File: config.mk
export PLATFORM = sky130hd
export DESIGN_NAME = circuit_sweep_ctrl_flat
export DESIGN_NICKNAME = d
export VERILOG_FILES = /design/src/rtl/circuit_sweep_ctrl_pkg.sv /design/src/rtl/circuit_sweep_ctrl_if.sv /design/src/rtl/circuit_sweep_ctrl_settle_timer.sv /design/src/rtl/circuit_sweep_ctrl.sv /design/src/flat_wrapper.sv
export SDC_FILE = /design/constraint.sdc
export NUM_CORES = 1
export LEC_CHECK = 0
export ABC_AREA = 1
export CAP_MARGIN = 15
export CORE_MARGIN = 8
export CORE_UTILIZATION = 58
export DETAILED_ROUTE_END_ITERATION = 16
export GPL_TIMING_DRIVEN = 0
export PLACE_DENSITY = 0.94
export SETUP_SLACK_MARGIN = 0.05
export SLEW_MARGIN = 10
export SYNTH_ARGS = -nofsm -noshare
export SYNTH_HDL_FRONTEND = slang
export SYNTH_SLANG_ARGS = --single-unit
File: constraint.sdc
create_clock -name clk -period 4.41 [get_ports clk]
set_clock_uncertainty 0.15 [all_clocks]
set_input_delay 0.6615 -clock clk [delete_from_list [all_inputs] [get_ports clk]]
set_output_delay 0.6615 -clock clk [all_outputs]
set_load 0.005 [all_outputs]
File: src/rtl/circuit_sweep_ctrl_pkg.sv
// Shared types and constants for exhaustive combinational-circuit sweep controllers.
package circuit_pkg;

  typedef enum logic [2:0] {
    IDLE   = 3'd0,
    DRIVE  = 3'd1,
    WAIT   = 3'd2,
    SAMPLE = 3'd3,
    DONE   = 3'd4
  } state_e;

  localparam int unsigned SETTLE_W = 4;

  // Truth table of Circuit5: out = ~(A&B) | (B&C), bit i = out for vector i.
  localparam logic [7:0] CIRCUIT5_EXPECT = 8'hBF;

  function automatic int unsigned n_vectors(input int unsigned n_in);
    return 32'(1) << n_in;
  endfunction

endpackage

File: src/rtl/circuit_sweep_ctrl_if.sv
// Board-control and circuit-pin bundle between a sweep controller and its circuit under check.
interface circuit_sweep_ctrl_if #(
  parameter int unsigned N_IN = 3
);

  logic            start;
  logic            abort;
  logic [N_IN-1:0] drive_vec;
  logic            dut_out;
  logic            busy;
  logic            done;
  logic            pass;
  logic [N_IN:0]   err_count;
  logic            fail_valid;
  logic [N_IN-1:0] first_fail_idx;

  // Controller side.
  modport master (
    input  start, abort, dut_out,
    output drive_vec, busy, done, pass, err_count, fail_valid, first_fail_idx
  );

  // Board controls plus circuit under check.
  modport slave (
    output start, abort, dut_out,
    input  drive_vec, busy, done, pass, err_count, fail_valid, first_fail_idx
  );

endinterface

File: src/rtl/circuit_sweep_ctrl_settle_timer.sv
// Reloadable down-counter; expire_o is high while the count sits at 1.
module settle_timer
  import circuit_pkg::*;
(
  input  logic                clk,
  input  logic                rst_n,
  input  logic                load_i,
  input  logic [SETTLE_W-1:0] value_i,
  output logic                expire_o
);

  logic [SETTLE_W-1:0] cnt_q, cnt_d;
  logic                expire_q, expire_d;

  // Load wins; otherwise count down and park at zero.
  always_comb begin
    cnt_d = cnt_q;
    if (load_i) begin
      cnt_d = value_i;
    end else if (cnt_q != '0) begin
      cnt_d = cnt_q - SETTLE_W'(1);
    end
    expire_d = (cnt_d == SETTLE_W'(1));
  end

  always_ff @(posedge clk or negedge rst_n) begin
    if (!rst_n) begin
      cnt_q    <= '0;
      expire_q <= 1'b0;
    end else begin
      cnt_q    <= cnt_d;
      expire_q <= expire_d;
    end
  end

  assign expire_o = expire_q;

endmodule

File: src/rtl/circuit_sweep_ctrl.sv
// Sweeps every input vector of a small combinational circuit, samples its output after
// a settle delay and compares against a truth table; reports pass, error count, first failure.
module circuit_sweep_ctrl
  import circuit_pkg::*;
#(
  parameter int unsigned               N_IN   = 3,
  parameter int unsigned               SETTLE = 1,
  parameter logic [(1 << N_IN)-1:0]    EXPECT = CIRCUIT5_EXPECT
) (
  input  logic                clk,
  input  logic                rst_n,
  circuit_sweep_ctrl_if.master bus
);

  localparam int unsigned NV   = n_vectors(N_IN);
  localparam int unsigned CW   = N_IN + 1;
  localparam int unsigned LAST = NV - 1;

  state_e          state_q, state_d;
  logic [N_IN-1:0] idx_q, idx_d;
  logic [N_IN-1:0] vec_q, vec_d;
  logic            busy_q, busy_d;
  logic            done_q, done_d;
  logic            pass_q, pass_d;
  logic [CW-1:0]   err_q, err_d;
  logic            fv_q, fv_d;
  logic [N_IN-1:0] ff_q, ff_d;
  logic            load_c;
  logic            expire;
  logic            mismatch_c;

  settle_timer u_settle (
    .clk      (clk),
    .rst_n    (rst_n),
    .load_i   (load_c),
    .value_i  (SETTLE_W'(SETTLE)),
    .expire_o (expire)
  );

  assign mismatch_c = (bus.dut_out != EXPECT[idx_q]);

  // Next-state and registered-output logic; abort overrides every non-idle transition.
  always_comb begin
    state_d = state_q;
    idx_d   = idx_q;
    vec_d   = vec_q;
    busy_d  = busy_q;
    done_d  = 1'b0;
    pass_d  = pass_q;
    err_d   = err_q;
    fv_d    = fv_q;
    ff_d    = ff_q;
    load_c  = 1'b0;

    if (bus.abort && (state_q != IDLE)) begin
      state_d = IDLE;
      busy_d  = 1'b0;
      pass_d  = 1'b0;
      vec_d   = '0;
    end else begin
      unique case (state_q)
        IDLE: begin
          if (bus.start && !bus.abort) begin
            state_d = DRIVE;
            idx_d   = '0;
            err_d   = '0;
            fv_d    = 1'b0;
            ff_d    = '0;
            pass_d  = 1'b0;
            busy_d  = 1'b1;
          end
        end
        DRIVE: begin
          vec_d   = idx_q;
          load_c  = 1'b1;
          state_d = WAIT;
        end
        WAIT: begin
          if (expire) begin
            state_d = SAMPLE;
          end
        end
        SAMPLE: begin
          if (mismatch_c) begin
            if (err_q != CW'(NV)) begin
              err_d = err_q + CW'(1);
            end
            if (!fv_q) begin
              fv_d = 1'b1;
              ff_d = idx_q;
            end
          end
          // Last vector leaves idx untouched so it never wraps mid-sweep.
          if (idx_q == N_IN'(LAST)) begin
            state_d = DONE;
            busy_d  = 1'b0;
          end else begin
            idx_d   = idx_q + N_IN'(1);
            state_d = DRIVE;
          end
        end
        DONE: begin
          state_d = IDLE;
          done_d  = 1'b1;
          pass_d  = (err_q == '0);
        end
        default: begin
          state_d = IDLE;
        end
      endcase
    end
  end

  always_ff @(posedge clk or negedge rst_n) begin
    if (!rst_n) begin
      state_q <= IDLE;
      idx_q   <= '0;
      vec_q   <= '0;
      busy_q  <= 1'b0;
      done_q  <= 1'b0;
      pass_q  <= 1'b0;
      err_q   <= '0;
      fv_q    <= 1'b0;
      ff_q    <= '0;
    end else begin
      state_q <= state_d;
      idx_q   <= idx_d;
      vec_q   <= vec_d;
      busy_q  <= busy_d;
      done_q  <= done_d;
      pass_q  <= pass_d;
      err_q   <= err_d;
      fv_q    <= fv_d;
      ff_q    <= ff_d;
    end
  end

  assign bus.drive_vec      = vec_q;
  assign bus.busy           = busy_q;
  assign bus.done           = done_q;
  assign bus.pass           = pass_q;
  assign bus.err_count      = err_q;
  assign bus.fail_valid     = fv_q;
  assign bus.first_fail_idx = ff_q;

endmodule

File: src/flat_wrapper.sv
// flat-port wrapper written by rule: the top's interface ports become plain ports
module circuit_sweep_ctrl_flat import circuit_pkg::*;
#(
  parameter int unsigned               N_IN   = 3,
  parameter int unsigned               SETTLE = 1,
  parameter logic [(1 << N_IN)-1:0]    EXPECT = CIRCUIT5_EXPECT
)
  (clk, rst_n, bus_start, bus_abort, bus_dut_out, bus_drive_vec, bus_busy, bus_done, bus_pass, bus_err_count, bus_fail_valid, bus_first_fail_idx);
  circuit_sweep_ctrl_if #(.N_IN(N_IN)) bus_i ();
  input  logic clk;
  input  logic rst_n;
  input wire logic [$bits(bus_i.start)-1:0] bus_start;
  input wire logic [$bits(bus_i.abort)-1:0] bus_abort;
  input wire logic [$bits(bus_i.dut_out)-1:0] bus_dut_out;
  output wire logic [$bits(bus_i.drive_vec)-1:0] bus_drive_vec;
  output wire logic [$bits(bus_i.busy)-1:0] bus_busy;
  output wire logic [$bits(bus_i.done)-1:0] bus_done;
  output wire logic [$bits(bus_i.pass)-1:0] bus_pass;
  output wire logic [$bits(bus_i.err_count)-1:0] bus_err_count;
  output wire logic [$bits(bus_i.fail_valid)-1:0] bus_fail_valid;
  output wire logic [$bits(bus_i.first_fail_idx)-1:0] bus_first_fail_idx;
  assign bus_i.start = bus_start;
  assign bus_i.abort = bus_abort;
  assign bus_i.dut_out = bus_dut_out;
  assign bus_drive_vec = bus_i.drive_vec;
  assign bus_busy = bus_i.busy;
  assign bus_done = bus_i.done;
  assign bus_pass = bus_i.pass;
  assign bus_err_count = bus_i.err_count;
  assign bus_fail_valid = bus_i.fail_valid;
  assign bus_first_fail_idx = bus_i.first_fail_idx;
  circuit_sweep_ctrl #(.N_IN(N_IN), .SETTLE(SETTLE), .EXPECT(EXPECT)) u_core (.clk(clk), .rst_n(rst_n), .bus(bus_i));
endmodule
== Yosys cells after proc, flatten, opt, wreduce, memory -nomap -nowiden ==
Memory sizes are Yosys's and may differ from the RTL's.
Cells that the tools add are included.

* $add $sub $neg: 3
* Order comparisons: 1
* Equal/unequal tests: 16
* Muxes and demuxes: 33
* Bitwise operators: 1
* Reduce and logical (&&, ||, !) cells: 18

{| class="wikitable"
|+ Operators with widths
! cell !! number
|-
| 3-bit two-way mux || 10
|-
| 4-bit two-way mux || 5
|-
| 3-bit one-hot mux with 2 select lines || 2
|-
| 3-bit one-hot mux with 4 select lines || 1
|-
| 1-bit two-way mux || 11
|-
| 5-bit AND reduction || 2
|-
| 3-bit nonzero test || 3
|-
| 4-bit one-hot mux with 2 select lines || 1
|-
| 4-bit AND reduction || 2
|-
| 3-bit by 2-bit == test with 1-bit output (second input constant) || 2
|-
| 3-bit == test (second input constant) || 2
|-
| 2-bit by 1-bit inequality test with 1-bit output (second input constant) || 3
|-
| 3-bit by 1-bit inequality test with 1-bit output (second input constant) || 2
|-
| 1-bit one-hot mux with 2 select lines || 3
|-
| 4-bit by 1-bit adder with 4-bit output (second input constant) || 1
|-
| 4-bit by 1-bit == test with 1-bit output (second input constant) || 1
|-
| 4-bit zero test || 1
|-
| 3-bit by 4-bit < comparator with 1-bit output (second input constant) || 1
|-
| 2-bit inequality test (second input constant) || 2
|-
| 4-bit inequality test (second input constant) || 1
|-
| 2-bit AND reduction || 2
|-
| 2-bit nonzero test || 2
|-
| 4-bit nonzero test || 1
|-
| 4-bit by 1-bit subtractor with 4-bit output (second input constant) || 1
|-
| 9 further kinds || 10
|}

* Bits in registers: 25
* Bits in read-only memories: 8
* Bits of input ports: 5
* Word-level logic and storage cells: 84
* Memories: 1

{| class="wikitable"
|+ Memories
! memory !! depth !! bits a word !! read ports !! clocked after memory_dff !! wr ports !! line !! RTL
|-
| (name not given) || 8 || 1 || 1 || 0 || 0 || circuit_sweep_ctrl.sv:40 || <nowiki>assign mismatch_c = (bus.dut_out != EXPECT[idx_q]);</nowiki>
|}

== Longest topological paths before layout ==
* Word-level depth: 5
* Gate-level depth with buffers: 9

== Modules after synthesis ==
Synthesis repeated with hierarchy kept, for this count alone.

* Cells, all modules: 198
* Area total of the unflattened synthesis: 1471.4 um^2

{| class="wikitable"
|+ Modules (own cells, without submodules)
! module !! times used !! cells each !! area each (um^2) !! seq. area each (um^2)
|-
| circuit_sweep_ctrl || 1 || 154 || 1161.1 || 500.5
|-
| settle_timer || 1 || 44 || 310.3 || 125.1
|}

== Least setup slack after synthesis ==
OpenSTA, ideal clock, no wires.

* Path type: input -> register
* Start point: input port bus_abort
* End point: register u_core.err_q[0], in the netlist u_core.bus.err_count[0]
* Setup time: 121 ps
* Arrival time: 1309 ps
* Data required time: 4139 ps
* Path slack: 2830 ps
* Stages: 6
* Path buffers: 0
* Cells stage by stage: inv_1 > nand2_1 > nand3_1 > nand3_4 > o21bai_1 > nand2_1

* Cells in the longest elaborated chain, start to end: 4
* Elaborated cells between the ends (all ways): 6

{| class="wikitable"
|+ Ends and longest elaborated chain
! item !! line !! RTL
|-
| start: declaration || flat_wrapper.sv:13 || <nowiki>input wire logic [$bits(bus_i.abort)-1:0] bus_abort;</nowiki>
|-
| 1-bit zero test || circuit_sweep_ctrl.sv:63 || <nowiki>if (bus.start && !bus.abort) begin</nowiki>
|-
| 1-bit logical AND || circuit_sweep_ctrl.sv:63 ||
|-
| 2-bit by 1-bit inequality test with 1-bit output (no source line) || -- ||
|-
| 5-bit AND reduction (no source line) (*) || -- ||
|-
| end signal: assignment || circuit_sweep_ctrl.sv:132 || <nowiki>err_q <= err_d;</nowiki>
|-
| end: declaration || circuit_sweep_ctrl.sv:25 || <nowiki>logic [CW-1:0] err_q, err_d;</nowiki>
|}

Mark *: on every way between the ends. The rest lies on a longest branch, timed or not.
A chain may end at the register's enable or synchronous reset.

== Worst setup path in the final report ==
* Start point: register u_core.err_q[1], in the netlist u_core.bus.err_count[1]
* End point: output port bus_err_count[1]

{| class="wikitable"
|+ RTL lines
! item !! line !! RTL
|-
| end: declaration || flat_wrapper.sv:19 || <nowiki>output wire logic [$bits(bus_i.err_count)-1:0] bus_err_count;</nowiki>
|}

No word-level cell between the ends.

==> run summary <==
The critical path in this run is classified as flip-flop to output pin. The number of sinks handled by clock tree synthesis is 25. The tree is rooted in a clkbuf_4. The startpoint identified for the worst register-to-register timing path is u_core.idx_q[0]$_DFFE_PN0P_. The first routing iteration left 52 violations. The number of buffers between clock root and the deepest sink is 2. The dominant cell by count in the synthesized netlist is nand2_1. The number of antenna violations at the first check in global routing came out at 0. For this run, the slowest stage of the critical path takes approximately 0.55 ns. The count of endpoints failing setup in the final report came out at 0. After technology mapping, the gate count stands at between 150 and 200.

The biggest area consumer among synthesized cells is dfrtp_1. Across the run, the number of max-cap violations was 0. The number of enable flip-flop cells after synthesis came out at 0. The number of placed instances with taps included is 218. The depth of the worst hold-timing path came out at 2. The initial core utilization is 0.621. Summed over all layers, the global routing overflow is 0. The number of routed nets with antenna violations came out at 0. The buffering stage count on the worst path with inverters included came out at 1. The total vias in the final route came out at approximately 1200.

The share of the yosys chip area belonging to registers is 0.451. The placed wire-length estimate after detailed placement came out at between 2000 and 2500 um. The first-pass GRT wire length is 5220 um.

The share of synthesized area in the top cell type comes to 0.451. The placement row count came out at 17. Summed over all layers, the routed wires come to 3150 um. The routed wire length per instance is about 14 um.

From synthesis to final layout, the design area changed by 18.5%. The average footprint of a synthesized cell came out at roughly 8.1 um2. Setup repair after global routing left no endpoint under its margin. The synthesized netlist contains 20 unique library cells. The leakage power of the design came out at 0.886 nW. Among all stages on the critical path, the largest delay is contributed by clkdlybuf4s50_1.

The number of hold-slack violations in the final timing report was 0. Setup slack on the critical path of the routed design comes to 2.29 ns. The number of hold buffers added after CTS was 0. The worst slew slack as a fraction of its limit came out at 0.649.

After clock tree synthesis, the repair step resized 0 gates. The critical path capture point type is an output pin. The die height is ~65 um. TritonCTS built the clock tree.

During placement, the flow inserted port buffers numbering 18. Before CTS, the worst setup slack after placement is 2.11 ns. The actual slew at the worst max-slew pin came out at around 0.52 ns. The worst min-delay path category is flip-flop to flip-flop. IR analysis of the VDD net gives a maximum drop of roughly 310 uV. The DRC violation count after routing came out at 0. The final cycle utilization of the critical path is 0.482.

The run finished with clean final reports. STA classifies the critical path startpoint as a flip-flop. The global routing usage summed across all routing layers is 0.152. Leaving out filler cells and counting taps, the final layout contains ~220. The end of the worst hold path is u_core.bus.pass$_DFFE_PN0P_. The final period demand of the worst path is around 2.1 ns. After clock tree synthesis, the clock-pin slew on the worst setup and hold paths is around 0.14 ns. The slack of the worst reg-to-reg path came out at ~2.8 ns.

The critical path goes through clkdlybuf4s50_1. The length in cells of the worst reg-to-reg path is 8. The global placer's final weighted congestion came out at between 0.8 and 0.9.

The number of nets in the layout is 207. Timing would allow up to approximately 470 MHz. The startpoint of the tightest hold check path is u_core.bus.pass$_DFFE_PN0P_. The number of top-level pins came out at 19. The worst endpoint data arrival time is around 1.3 ns. Summing every instance area after synthesis gives between 1000 and 1500 um2. Grouping stages by cell kind, the critical path spends the most delay in buffers and inverters.

The most frequently used flop master after synthesis is dfrtp_1. The core region is about 2200 um2. Of all nets on the critical path, the largest fanout is 5. The clock latency on the worst-skew pair is between 0.3 and 0.4 ns. In the post-synthesis netlist, the biggest area contributors are dfrtp_1, nand2_1, inv_1. The number of antenna diodes in the final layout is 0. The number of nets in the synthesized netlist is 183.

The length of the first detailed-routing pass in iterations is 4. The number of synthesis warnings came out at 0. The number of pins with negative max-slew slack in the final report is 0.

The async set or reset register ratio after synthesis came out at 1.00. The worst register-to-register path ends at u_core.bus.err_count[1]$_DFFE_PN0P_. The number of clock buffers added by TritonCTS is 3. The number of H-tree levels came out at 1. In the final timing run, aggregate negative setup slack is 0 ns. The post-detailed-route via-to-cell ratio came out at roughly 5.5. Of the cells placed in the final design, the portion with a size suffix greater than 1 is 0.0769.

Entering global routing, the biggest net connects 26 pins. Buffers added to address setup during post-CTS repair amount to 0. The die footprint came out at ~4200 um2. Ranked by instance count, the synthesized netlist is headed by nand2_1, inv_1, dfrtp_1. The via count of the first global-routing pass is 1204.

The post-synthesis sequential element count is 25. STA puts the critical path data required time at around 3.6 ns. The horizontal die dimension is ~65 um. Power spread over the standard cell area amounts to 508 nW/um2.
## through the flow
stage | hold WS, ns | utilization | cell area (um2) | total power [W]
6_report | 0.363 | 0.736 | 1640 | 0.000835
3_5_place_dp | 0.343 | 0.717 | 1600 | 0.000726
3_3_place_gp | 0.319 | 0.717 | 1600 | 0.000691
5_1_grt | 0.417 | 0.736 | 1640 | 0.000894
2_1_floorplan | 0.216 | - | 1390 | 0.000603
4_1_cts | 0.375 | 0.729 | 1630 | 0.000828
## layout make-up
type / instances / area, um2
timing repair buffer: 19 / 195
multi-input combinational: 118 / 652
tap: 28 / 35.0
sequential: 25 / 626
fill: 175 / 591
clock buffer: 4 / 26.3
inverter: 29 / 109
## metal layers
metal,vias up,wire length (um),global-route usage
met5,-,0,0
met4,0,55,0.0545
met1,579,1320,0.162
li1,592,-,-
met3,10,182,0.0412
met2,38,1600,0.280
## how the worst max path moves through the flow
stage | start | to | cells after the start
5_1_grt | u_core.bus.err_count[1]$_DFFE_PN0P_ | bus_err_count[1] | 1
6_report | u_core.bus.err_count[1]$_DFFE_PN0P_ | bus_err_count[1] | 1
4_1_cts | u_core.bus.err_count[1]$_DFFE_PN0P_ | bus_err_count[1] | 1
3_3_place_gp | bus_abort | u_core.idx_q[0]$_DFFE_PN0P_ | 7
3_5_place_dp | bus_abort | u_core.bus.err_count[3]$_DFFE_PN0P_ | 7
2_1_floorplan | bus_abort | u_core.bus.err_count[0]$_DFFE_PN0P_ | 6
## kinds of logic after synthesis
logic type,share of synthesized area
flip-flops,0.451
AO/OA/AOI/OAI,0.0866
adder cells (fa/ha/maj),0.0542
buffers and inverters,0.0785
XOR/XNOR,0.0126
AND/OR/NAND/NOR,0.317
## sequential cells by signal (all words and copies together), names as in the netlist, 3 cells and up
name	flops
u_core.bus.drive_vec	3
u_core.bus.err_count	4
u_core.bus.first_fail_idx	3
u_core.idx_q	3
u_core.state_q	3
u_core.u_settle.cnt_q	4
## layout by cell type, fill, tap and decap left out, drive strengths merged
| cell type | n |
|---|---|
| nand2 | 44 |
| o21bai | 10 |
| and3 | 1 |
| nand4 | 3 |
| and2 | 1 |
| inv | 29 |
| xnor2 | 1 |
| dfrtp | 25 |
| nand3b | 1 |
| buf | 1 |
| clkbuf | 4 |
| o21ai | 9 |
| clkdlybuf4s50 | 18 |
| xor2 | 1 |
| nor2 | 16 |
| nor3 | 1 |
| nand3 | 24 |
| ha | 6 |
## report_power, final
group / internal (W) / switching, W
sequential: 0.000284 / 0.0000486
clock: 0.0000353 / 0.0000680
combinational: 0.000144 / 0.000254
total: 0.000464 / 0.000370
Note: power is estimated with default switching activity, not from simulation.
==> patch (same settings) <==
The 5 states of `state_e` get a one-hot encoding in 5 bits.
--- a/src/rtl/circuit_sweep_ctrl_pkg.sv
+++ b/src/rtl/circuit_sweep_ctrl_pkg.sv
@@ -3,8 +3,8 @@
 
-  typedef enum logic [2:0] {
-    IDLE   = 3'd0,
-    DRIVE  = 3'd1,
-    WAIT   = 3'd2,
-    SAMPLE = 3'd3,
-    DONE   = 3'd4
+  typedef enum logic [4:0] {
+    IDLE   = 5'b00001,
+    DRIVE  = 5'b00010,
+    WAIT   = 5'b00100,
+    SAMPLE = 5'b01000,
+    DONE   = 5'b10000
   } state_e;
Function: no difference found for any inputs over 10 cycles, from zero or initial values and one cycle with rst_n low; not proved beyond that.
==> patch against the unedited design <==
Power down 9.1%; worst setup slack worse by 0.052 ns; sequential cell count up 2; routed wire length up 4.3%; sequential power down 6.0%; sequential share of layout area up 1.5 points; synthesized cell count up 4.1%; synthesized area up 6.0%; final area up 4.0%; critical path type unchanged; largest power group unchanged.
==> patch: results (changes against the unedited design) <==
GPL Wtd Cong 0.8262 (was 0.8719); max_slew headroom 60.32% (was 64.93%); Arr. time, crit path 1.36 ns (was 1.31 ns); first-pass GRT wire length 5637 um (was 5223 um); crit path max fanout 6 (was 5); # fillers 184 (was 175); top post-synthesis cells by area dfrtp_1, nand2_1, nand3_1, inv_1, ha_1 (was dfrtp_1, nand2_1, inv_1, nand3_1, ha_1); HPWL after DPL 2525 um (was 2422 um); non-filler cells, final 231 (was 223); Leak Pwr 0.8601 nW (was 0.8865 nW); WHS 0.1638 ns (was 0.3626 ns); status finished, final reports clean (unchanged); final worst path period share 49.33% (was 48.16%); Distinct cells, synth 21 (was 20); fraction of layout cells with a size suffix above 1 9.950% (was 7.692%); Compound-Gate Fraction of Synth Area 3.404% (was 8.664%); pin count of the biggest net entering global routing 28 (was 26); Synth Area in Adders 5.106% (was 5.415%); total track usage 16.09% (was 15.19%); GRT met3 Usage 2.203% (was 4.124%); worst setup path endpoint bus_err_count[0] (was bus_err_count[1]); area occupied by multi-input gates 706.9 um^2 (was 651.9 um^2); CP startpoint u_core.bus.err_count[0]$_DFFE_PN0P_ (was u_core.bus.err_count[1]$_DFFE_PN0P_); Reg2Reg Depth 9 (was 8); Largest stage delay, worst path 0.57 ns (was 0.55 ns); routed wire length 3286 um (was 3152 um); # nets final 213 (was 207); Crit Reg-Reg Endpoint u_core.bus.err_count[2]$_DFFE_PN0P_ (was u_core.bus.err_count[1]$_DFFE_PN0P_); sequential fraction of the synthesis area 46.04% (was 45.13%); via count 1265 (was 1219); initial core utilization 60.44% (was 62.07%); syn_area_per_cell 8.213 um^2 (was 8.060 um^2); Place WS 2.071 ns (was 2.111 ns); VDD IR max 315.9 uV (was 314.6 uV); Reg2Reg Setup Slack 2.68 ns (was 2.77 ns)
patch: changes by cell type in the layout (fill, tap and decap cells not counted), sizes merged, moves of 2 or more:
cell    delta
inv        -6
nand2      +9
o21bai    -10
nor2       +8
nand3      +2
patch: area by class of cell:
type	count	share of cell area [%]
inverters	23	5.051
repair buffers	18	10.25
well taps	30	2.196
flip-flops and latches	27	39.60
multi-input cells	129	41.36
clock buffers	4	1.537
patch: cells by family (layout without fill, tap and decap cells):
logic type      after synthesis  in the layout
flops                        27             27
compound gates               10             10
buf+inv                      23             45
fa+ha+maj                     6              6
xor+xnor                      3              3
simple gates                110            110
patch: metal layers:
layer  part of all wire, %  vias up
met5                     0        -
met4                   2.8        0
met3                   5.2        9
met2                    54       41
met1                    38      599
li1                      -      616
patch: report_power, final:
part,internal [W],switching (W)
Sequential,0.000287,0.0000268
Clock,0.0000355,0.0000702
Combinational,0.000115,0.000225
Total,0.000437,0.000322
